===== src/rtl/vx_ibuffer_mw_pkg.sv =====
// Shared types and defaults for the multi-warp instruction buffer.
package vx_ibuffer_mw_pkg;

   localparam int unsigned IBUF_NUM_WARPS = 4;
   localparam int unsigned IBUF_DEPTH     = 4;

   // Decoded instruction as carried from decode to issue (128 bits).
   typedef struct packed {
      logic [31:0] uuid;
      logic [3:0]  tmask;
      logic [31:0] pc;
      logic [2:0]  ex_type;
      logic [4:0]  op_type;
      logic [22:0] op_args;
      logic        wb;
      logic [6:0]  rd;
      logic [6:0]  rs1;
      logic [6:0]  rs2;
      logic [6:0]  rs3;
   } ibuf_entry_t;

   localparam int unsigned IBUF_ENTRY_W = $bits(ibuf_entry_t);

endpackage


===== src/rtl/vx_ibuffer_mw_queue.sv =====
// Single per-warp FIFO: push, pop, synchronous clear, full/empty and head data.
module vx_ibuffer_mw_queue
   import vx_ibuffer_mw_pkg::*;
#(
   parameter int unsigned DEPTH  = IBUF_DEPTH,
   parameter int unsigned DATA_W = IBUF_ENTRY_W
)(
   input  logic              clk,
   input  logic              reset,
   input  logic              i_push,
   input  logic              i_pop,
   input  logic              i_clear,
   input  logic [DATA_W-1:0] i_data,
   output logic              o_full,
   output logic              o_empty,
   output logic [DATA_W-1:0] o_head
);

   localparam int unsigned PTR_W = $clog2(DEPTH);
   localparam int unsigned CNT_W = $clog2(DEPTH + 1);

   logic [DATA_W-1:0] r_mem [DEPTH];
   logic [PTR_W-1:0]  r_rd;
   logic [PTR_W-1:0]  r_wr;
   logic [CNT_W-1:0]  r_cnt;

   // Storage array; a cleared push is dropped.
   always_ff @(posedge clk) begin
      if (i_push && !i_clear) begin
         r_mem[r_wr] <= i_data;
      end
   end

   // Pointers and occupancy; clear empties the queue, pointers wrap naturally.
   always_ff @(posedge clk or negedge reset) begin
      if (!reset) begin
         r_rd  <= '0;
         r_wr  <= '0;
         r_cnt <= '0;
      end else if (i_clear) begin
         r_rd  <= '0;
         r_wr  <= '0;
         r_cnt <= '0;
      end else begin
         if (i_push) r_wr <= r_wr + PTR_W'(1);
         if (i_pop)  r_rd <= r_rd + PTR_W'(1);
         r_cnt <= r_cnt + CNT_W'(i_push) - CNT_W'(i_pop);
      end
   end

   assign o_full  = (r_cnt == CNT_W'(DEPTH));
   assign o_empty = (r_cnt == '0);
   assign o_head  = r_mem[r_rd];

endmodule


===== src/rtl/vx_ibuffer_mw.sv =====
// Multi-warp instruction buffer: NUM_WARPS per-warp FIFOs, one enqueue port,
// one issue port with round-robin warp selection and a grant lock that keeps
// the offered instruction stable until issue accepts it.
// Optional feature: define VX_IBUF_FLUSH_EN to add the per-warp flush port.
module vx_ibuffer_mw
   import vx_ibuffer_mw_pkg::*;
#(
   parameter  int unsigned NUM_WARPS = IBUF_NUM_WARPS,
   parameter  int unsigned DEPTH     = IBUF_DEPTH,
   parameter  int unsigned DATA_W    = IBUF_ENTRY_W,
   localparam int unsigned WID_W     = $clog2(NUM_WARPS)
)(
   input  logic                 clk,
   input  logic                 reset,
   input  logic                 in_valid,
   input  logic [WID_W-1:0]     in_wid,
   input  logic [DATA_W-1:0]    in_data,
   output logic                 in_ready,
   output logic                 out_valid,
   output logic [WID_W-1:0]     out_wid,
   output logic [DATA_W-1:0]    out_data,
`ifdef VX_IBUF_FLUSH_EN
   input  logic [NUM_WARPS-1:0] flush,
`endif
   input  logic                 out_ready,
   input  logic [NUM_WARPS-1:0] warp_stall
);

   localparam logic [WID_W-1:0] LAST_WID = WID_W'(NUM_WARPS - 1);

   logic [NUM_WARPS-1:0] w_full;
   logic [NUM_WARPS-1:0] w_empty;
   logic [NUM_WARPS-1:0] w_elig;
   logic [NUM_WARPS-1:0] w_flush;
   logic [DATA_W-1:0]    w_head [NUM_WARPS];

   logic                 r_lock;
   logic [WID_W-1:0]     r_lock_wid;
   logic [WID_W-1:0]     r_rr;

   logic                 w_found;
   logic [WID_W-1:0]     w_idx;
   logic [WID_W-1:0]     w_rr_grant;
   logic                 w_out_valid;
   logic [WID_W-1:0]     w_out_wid;
   logic                 w_in_ready;
   logic                 w_fire;
   logic [WID_W-1:0]     w_rr_next;

`ifdef VX_IBUF_FLUSH_EN
   assign w_flush = flush;
`else
   assign w_flush = '0;
`endif

   // One FIFO per warp; flush drops a same-cycle enqueue to that warp.
   for (genvar w = 0; w < NUM_WARPS; w++) begin : g_q
      vx_ibuffer_mw_queue #(
         .DEPTH  (DEPTH),
         .DATA_W (DATA_W)
      ) u_q (
         .clk     (clk),
         .reset   (reset),
         .i_push  (in_valid && w_in_ready && (in_wid == WID_W'(w))),
         .i_pop   (w_fire && (w_out_wid == WID_W'(w))),
         .i_clear (w_flush[w]),
         .i_data  (in_data),
         .o_full  (w_full[w]),
         .o_empty (w_empty[w]),
         .o_head  (w_head[w])
      );
   end

   assign w_elig = ~w_empty & ~warp_stall;

   // Round-robin search: first eligible warp at or after r_rr, wrapping.
   always_comb begin
      w_found    = 1'b0;
      w_rr_grant = '0;
      w_idx      = '0;
      for (int unsigned i = 0; i < NUM_WARPS; i++) begin
         w_idx = WID_W'((32'(r_rr) + i) % NUM_WARPS);
         if (!w_found && w_elig[w_idx]) begin
            w_found    = 1'b1;
            w_rr_grant = w_idx;
         end
      end
   end

   // A locked grant overrides the search and ignores warp_stall.
   assign w_out_valid = r_lock | w_found;
   assign w_out_wid   = r_lock ? r_lock_wid : w_rr_grant;
   assign w_fire      = w_out_valid & out_ready;
   assign w_rr_next   = (w_out_wid == LAST_WID) ? '0 : w_out_wid + WID_W'(1);
   assign w_in_ready  = ~w_full[in_wid];

   // Grant lock and round-robin pointer; only a handshake moves r_rr.
   always_ff @(posedge clk or negedge reset) begin
      if (!reset) begin
         r_lock     <= 1'b0;
         r_lock_wid <= '0;
         r_rr       <= '0;
      end else if (w_fire) begin
         r_lock <= 1'b0;
         r_rr   <= w_rr_next;
      end else if (w_out_valid && !w_flush[w_out_wid]) begin
         r_lock     <= 1'b1;
         r_lock_wid <= w_out_wid;
      end else begin
         r_lock <= 1'b0;
      end
   end

   assign in_ready  = w_in_ready;
   assign out_valid = w_out_valid;
   assign out_wid   = w_out_wid;
   assign out_data  = w_head[w_out_wid];

endmodule

===== config.mk =====
export PLATFORM = sky130hd
export DESIGN_NAME = vx_ibuffer_mw
export DESIGN_NICKNAME = d
export VERILOG_FILES = /design/src/rtl/vx_ibuffer_mw_pkg.sv /design/src/rtl/vx_ibuffer_mw_queue.sv /design/src/rtl/vx_ibuffer_mw.sv
export SDC_FILE = /design/constraint.sdc
export NUM_CORES = 2
export LEC_CHECK = 0
export ABC_AREA = 0
export CAP_MARGIN = 40
export CORE_ASPECT_RATIO = 0.5
export CORE_UTILIZATION = 40
export CTS_BUF_LIST = sky130_fd_sc_hd__clkbuf_4 sky130_fd_sc_hd__clkbuf_8
export DETAILED_ROUTE_END_ITERATION = 10
export SETUP_SLACK_MARGIN = 0.3
export SYNTH_ARGS = -nofsm -noshare
export SYNTH_HDL_FRONTEND = slang
export SYNTH_SLANG_ARGS = --single-unit

===== constraint.sdc =====
create_clock -name clk -period 6.6 [get_ports clk]
set_input_delay 0.99 -clock clk [delete_from_list [all_inputs] [get_ports clk]]
set_output_delay 0.99 -clock clk [all_outputs]
set_load 0.02 [all_outputs]

==> qor.txt <==
Status = completed
Number of nets still failing antenna checks after routing = 0
Wire length of the first global-routing pass = 280000 um
Drt first-iter violations = 3384
Max IR drop VDD = 293 uV
Post-route core utilization = 0.467
Most used cells in the layout excluding fill and tap cells = 2048 x sky130_fd_sc_hd__edfxtp_1, 512 x sky130_fd_sc_hd__mux4_2, 384 x sky130_fd_sc_hd__mux2i_1, 324 x sky130_fd_sc_hd__clkbuf_8, 269 x sky130_fd_sc_hd__clkdlybuf4s50_1
Boundary pin count = 270
Layout overhead on the synthesized area = 15.4%
Dominant register cell in the synthesized netlist = sky130_fd_sc_hd__edfxtp_1
Final wirelength = 194000 um
Max Buffers Root-to-Sink = 4
Worst slew pin tran = 0.917 ns
Std-Cell Core Area = 0.198 mm^2
Clock insertion delay at the later pin of the skew report = 1.01 ns
Share of flip-flops with an asynchronous set or reset after synthesis = 0.0159
Share of layout cells above drive strength 1 = 0.276
Die width = 634 um
Number of maximum-capacitance constraint violations = 0
Clock Skew = 0.0639 ns
Post-CTS setup repair buffer count = 0
Count of non-filler cells in the finished layout = 6697
Startpoint types = flop
Via/cell ratio = 5.47
Count of clock tree sinks = 2081
Total of endpoints with negative setup slack in the final report = 0
Static leakage power = 29.7 nW
Root buffer cell = sky130_fd_sc_hd__clkbuf_8
Die Outline Area = 0.202 mm^2
Post-route design area = 0.0923 mm^2
Register bit total from synthesis = 2081
Final Hold Violating Endpoints = 0
Port bufs = 269
Critical path required time = 5.61 ns
Worst-case setup slack after placement = 0.803 ns
Area contributors post-synth = sky130_fd_sc_hd__edfxtp_1 77%, sky130_fd_sc_hd__mux4_2 14%, sky130_fd_sc_hd__mux2i_1 4.8%, sky130_fd_sc_hd__dfrtp_1 1.0%, sky130_fd_sc_hd__clkbuf_1 0.55%
Most common cell after layout, fill and taps aside = sky130_fd_sc_hd__edfxtp_1
Core Rows = 115
Sequential share of the synthesized area = 0.779
Dominant cell type by area after synthesis = sky130_fd_sc_hd__edfxtp_1
Number of cells produced by synthesis = 3315
Post-synthesis cell area = 0.0800 mm^2
Final count of pins violating max slew = 0
CP Class = flop to output pin
Min cycle time layout = 5.97 ns
Mean instance size in the synthesized netlist = 24.1 um^2
Setup ws final = 0.626 ns
Die Span Y = 318 um
Worst slew slack as a fraction of its limit = 0.389
CTS Hold Bufs = 0
Via count of the routed design = 36700
EDFF count, synth = 2048
Clock slew at the register clock pins of the worst setup and hold paths = 0.06 ns
Num CTS Buffers = 320
GRT Residual Overflow = 0
DP Cell Count = 6146
Filler instances = 16100
Arrival time of the worst setup path = 4.98 ns
Wirelength per Cell = 28.9 um
Placer congestion estimate = 0.761
TritonCTS clock tree = done
Antenna violations before repair = 26
Number of global-route vias before repair = 39500
HPWL reported at the end of detailed placement = 98900 um
Register area = 0.0624 mm^2
Initial Utilization = 0.405
Dpl cell area = 0.0864 mm^2
Iteration count of the initial detailed-routing pass = 5
Area of the multi-input gates = 0.0166 mm^2
Post-synthesis net count = 3482
Endpoint class of the critical path = output pin
Path type of the worst min-delay path = input pin to asynchronous set/reset pin
Pin count of the biggest net entering global routing = 95
Highest clock frequency the design can meet = 0.167 GHz
Final-layout setup total negative slack = 0 ns
Portion of synthesized cell area occupied by the leading cell type = 0.769
Number of design rule violations left after detail routing = 0
Number of nets in the final layout = 4003
Quantity of gates resized following cts = 0
RSZ-0062 raised after global routing = no
H-tree levels = 5
Count of unique library cells instantiated by Yosys = 50
Aggregate global-route resource usage = 0.193
Largest driver fanout on the critical path = 94
Fin crit share = 0.905
Yosys warning count = 0
Power density normalized to cell area = 430 mW/mm^2
-- flip-flops by register name (all words and copies together) (netlist names) --
| register | count |
|---|---|
| g_q.u_q.r_mem | 2048 |
| r_lock | 1 |
| g_q.u_q.r_cnt | 12 |
| r_lock_wid | 2 |
| g_q.u_q.r_wr | 8 |
| g_q.u_q.r_rd | 8 |
| r_rr | 2 |
-- cell families (layout without fill, tap and decap cells) --
| family | Yosys count | after routing | share of synthesized area |
|---|---|---|---|
| multiplexers | 899 | 899 | 0.193 |
| other | 0 | 11 | 0 |
| AO/OA/AOI/OAI | 25 | 25 | 0.00247 |
| adder cells (fa/ha/maj) | 29 | 29 | 0.00491 |
| XOR/XNOR | 20 | 20 | 0.00219 |
| buffers and inverters | 201 | 940 | 0.0140 |
| AND/OR/NAND/NOR | 60 | 60 | 0.00440 |
| flip-flops | 2081 | 2081 | 0.779 |
-- synth_stat cells, drive strengths merged (3+ instances only) --
library cell and number:
and2 17, buf 40, clkbuf 124, dfrtp 33, edfxtp 2048, fa 4
ha 25, inv 36, mux2 3, mux2i 384, mux4 512, nand2 8
nand3 7, nor2 5, nor3 7, o21ai 8, or3 3, xnor2 16
xor2 4
-- worst paths after layout --
| check | startpoint | end | slack, ns | cells after the start |
|---|---|---|---|---|
| setup / recovery | g_q[2].u_q.r_cnt[2]$_DFF_PN0_ | out_data[2] | 0.63 | 10 |
| hold / removal | reset | g_q[0].u_q.r_cnt[0]$_DFF_PN0_ | 0.41 | 2 |
| setup reg to reg | g_q[3].u_q.r_cnt[1]$_DFF_PN0_ | g_q[2].u_q.r_cnt[2]$_DFF_PN0_ | 2.24 | 14 |
| hold reg to reg | g_q[0].u_q.r_cnt[2]$_DFF_PN0_ | g_q[0].u_q.r_cnt[2]$_DFF_PN0_ | 0.51 | 1 |
| max in group asynchronous | reset | g_q[0].u_q.r_rd[1]$_DFFE_PN0P_ | 5.82 | 2 |
| min in group clk | g_q[0].u_q.r_cnt[2]$_DFF_PN0_ | g_q[0].u_q.r_cnt[2]$_DFF_PN0_ | 0.51 | 1 |
-- stage by stage --
stage	power, W	hold WS [ns]
floorplan	0.0246	0.470
global placement	0.0298	0.497
detailed placement	0.0301	0.508
CTS	0.0402	0.320
global route	0.0413	0.381
finish	0.0397	0.410
-- power by group --
part / switching (W) / total (W) / internal, W
clock network: 0.00483 / 0.0102 / 0.00539
registers: 0.000560 / 0.0159 / 0.0154
logic: 0.00734 / 0.0135 / 0.00619
total: 0.0127 / 0.0397 / 0.0269
-- per-layer routing --
layer | vias to the layer above | track usage | wire length (um)
met5 | - | 0 | 46
met2 | 1102 | 0.326 | 98500
met3 | 292 | 0.0285 | 9350
met4 | 10 | 0.0535 | 3980
li1 | 15200 | - | -
met1 | 20100 | 0.262 | 81700
-- critical path, stage by stage, from the launching register on --
cell,delay [ns]
sky130_fd_sc_hd__dfrtp_1,0.43
sky130_fd_sc_hd__or3_1,0.44
sky130_fd_sc_hd__a32o_1,0.31
sky130_fd_sc_hd__a221o_1,0.31
sky130_fd_sc_hd__o21a_1,0.36
sky130_fd_sc_hd__clkinv_16,0.41
sky130_fd_sc_hd__buf_12,0.36
sky130_fd_sc_hd__buf_4,0.29
sky130_fd_sc_hd__mux2i_1,0.10
sky130_fd_sc_hd__mux2i_1,0.26
sky130_fd_sc_hd__clkdlybuf4s50_1,0.67
-- layout make-up --
class | instances | area share
sequential | 2081 | 0.676
multi-input combinational | 1033 | 0.180
clock buffer | 438 | 0.0576
timing repair buffer | 363 | 0.0430
tap | 2632 | 0.0357
clock inverter | 102 | 0.00641
inverter | 37 | 0.00187
antenna | 11 | 0.000298
Note: power is estimated with default switching activity, not from simulation.
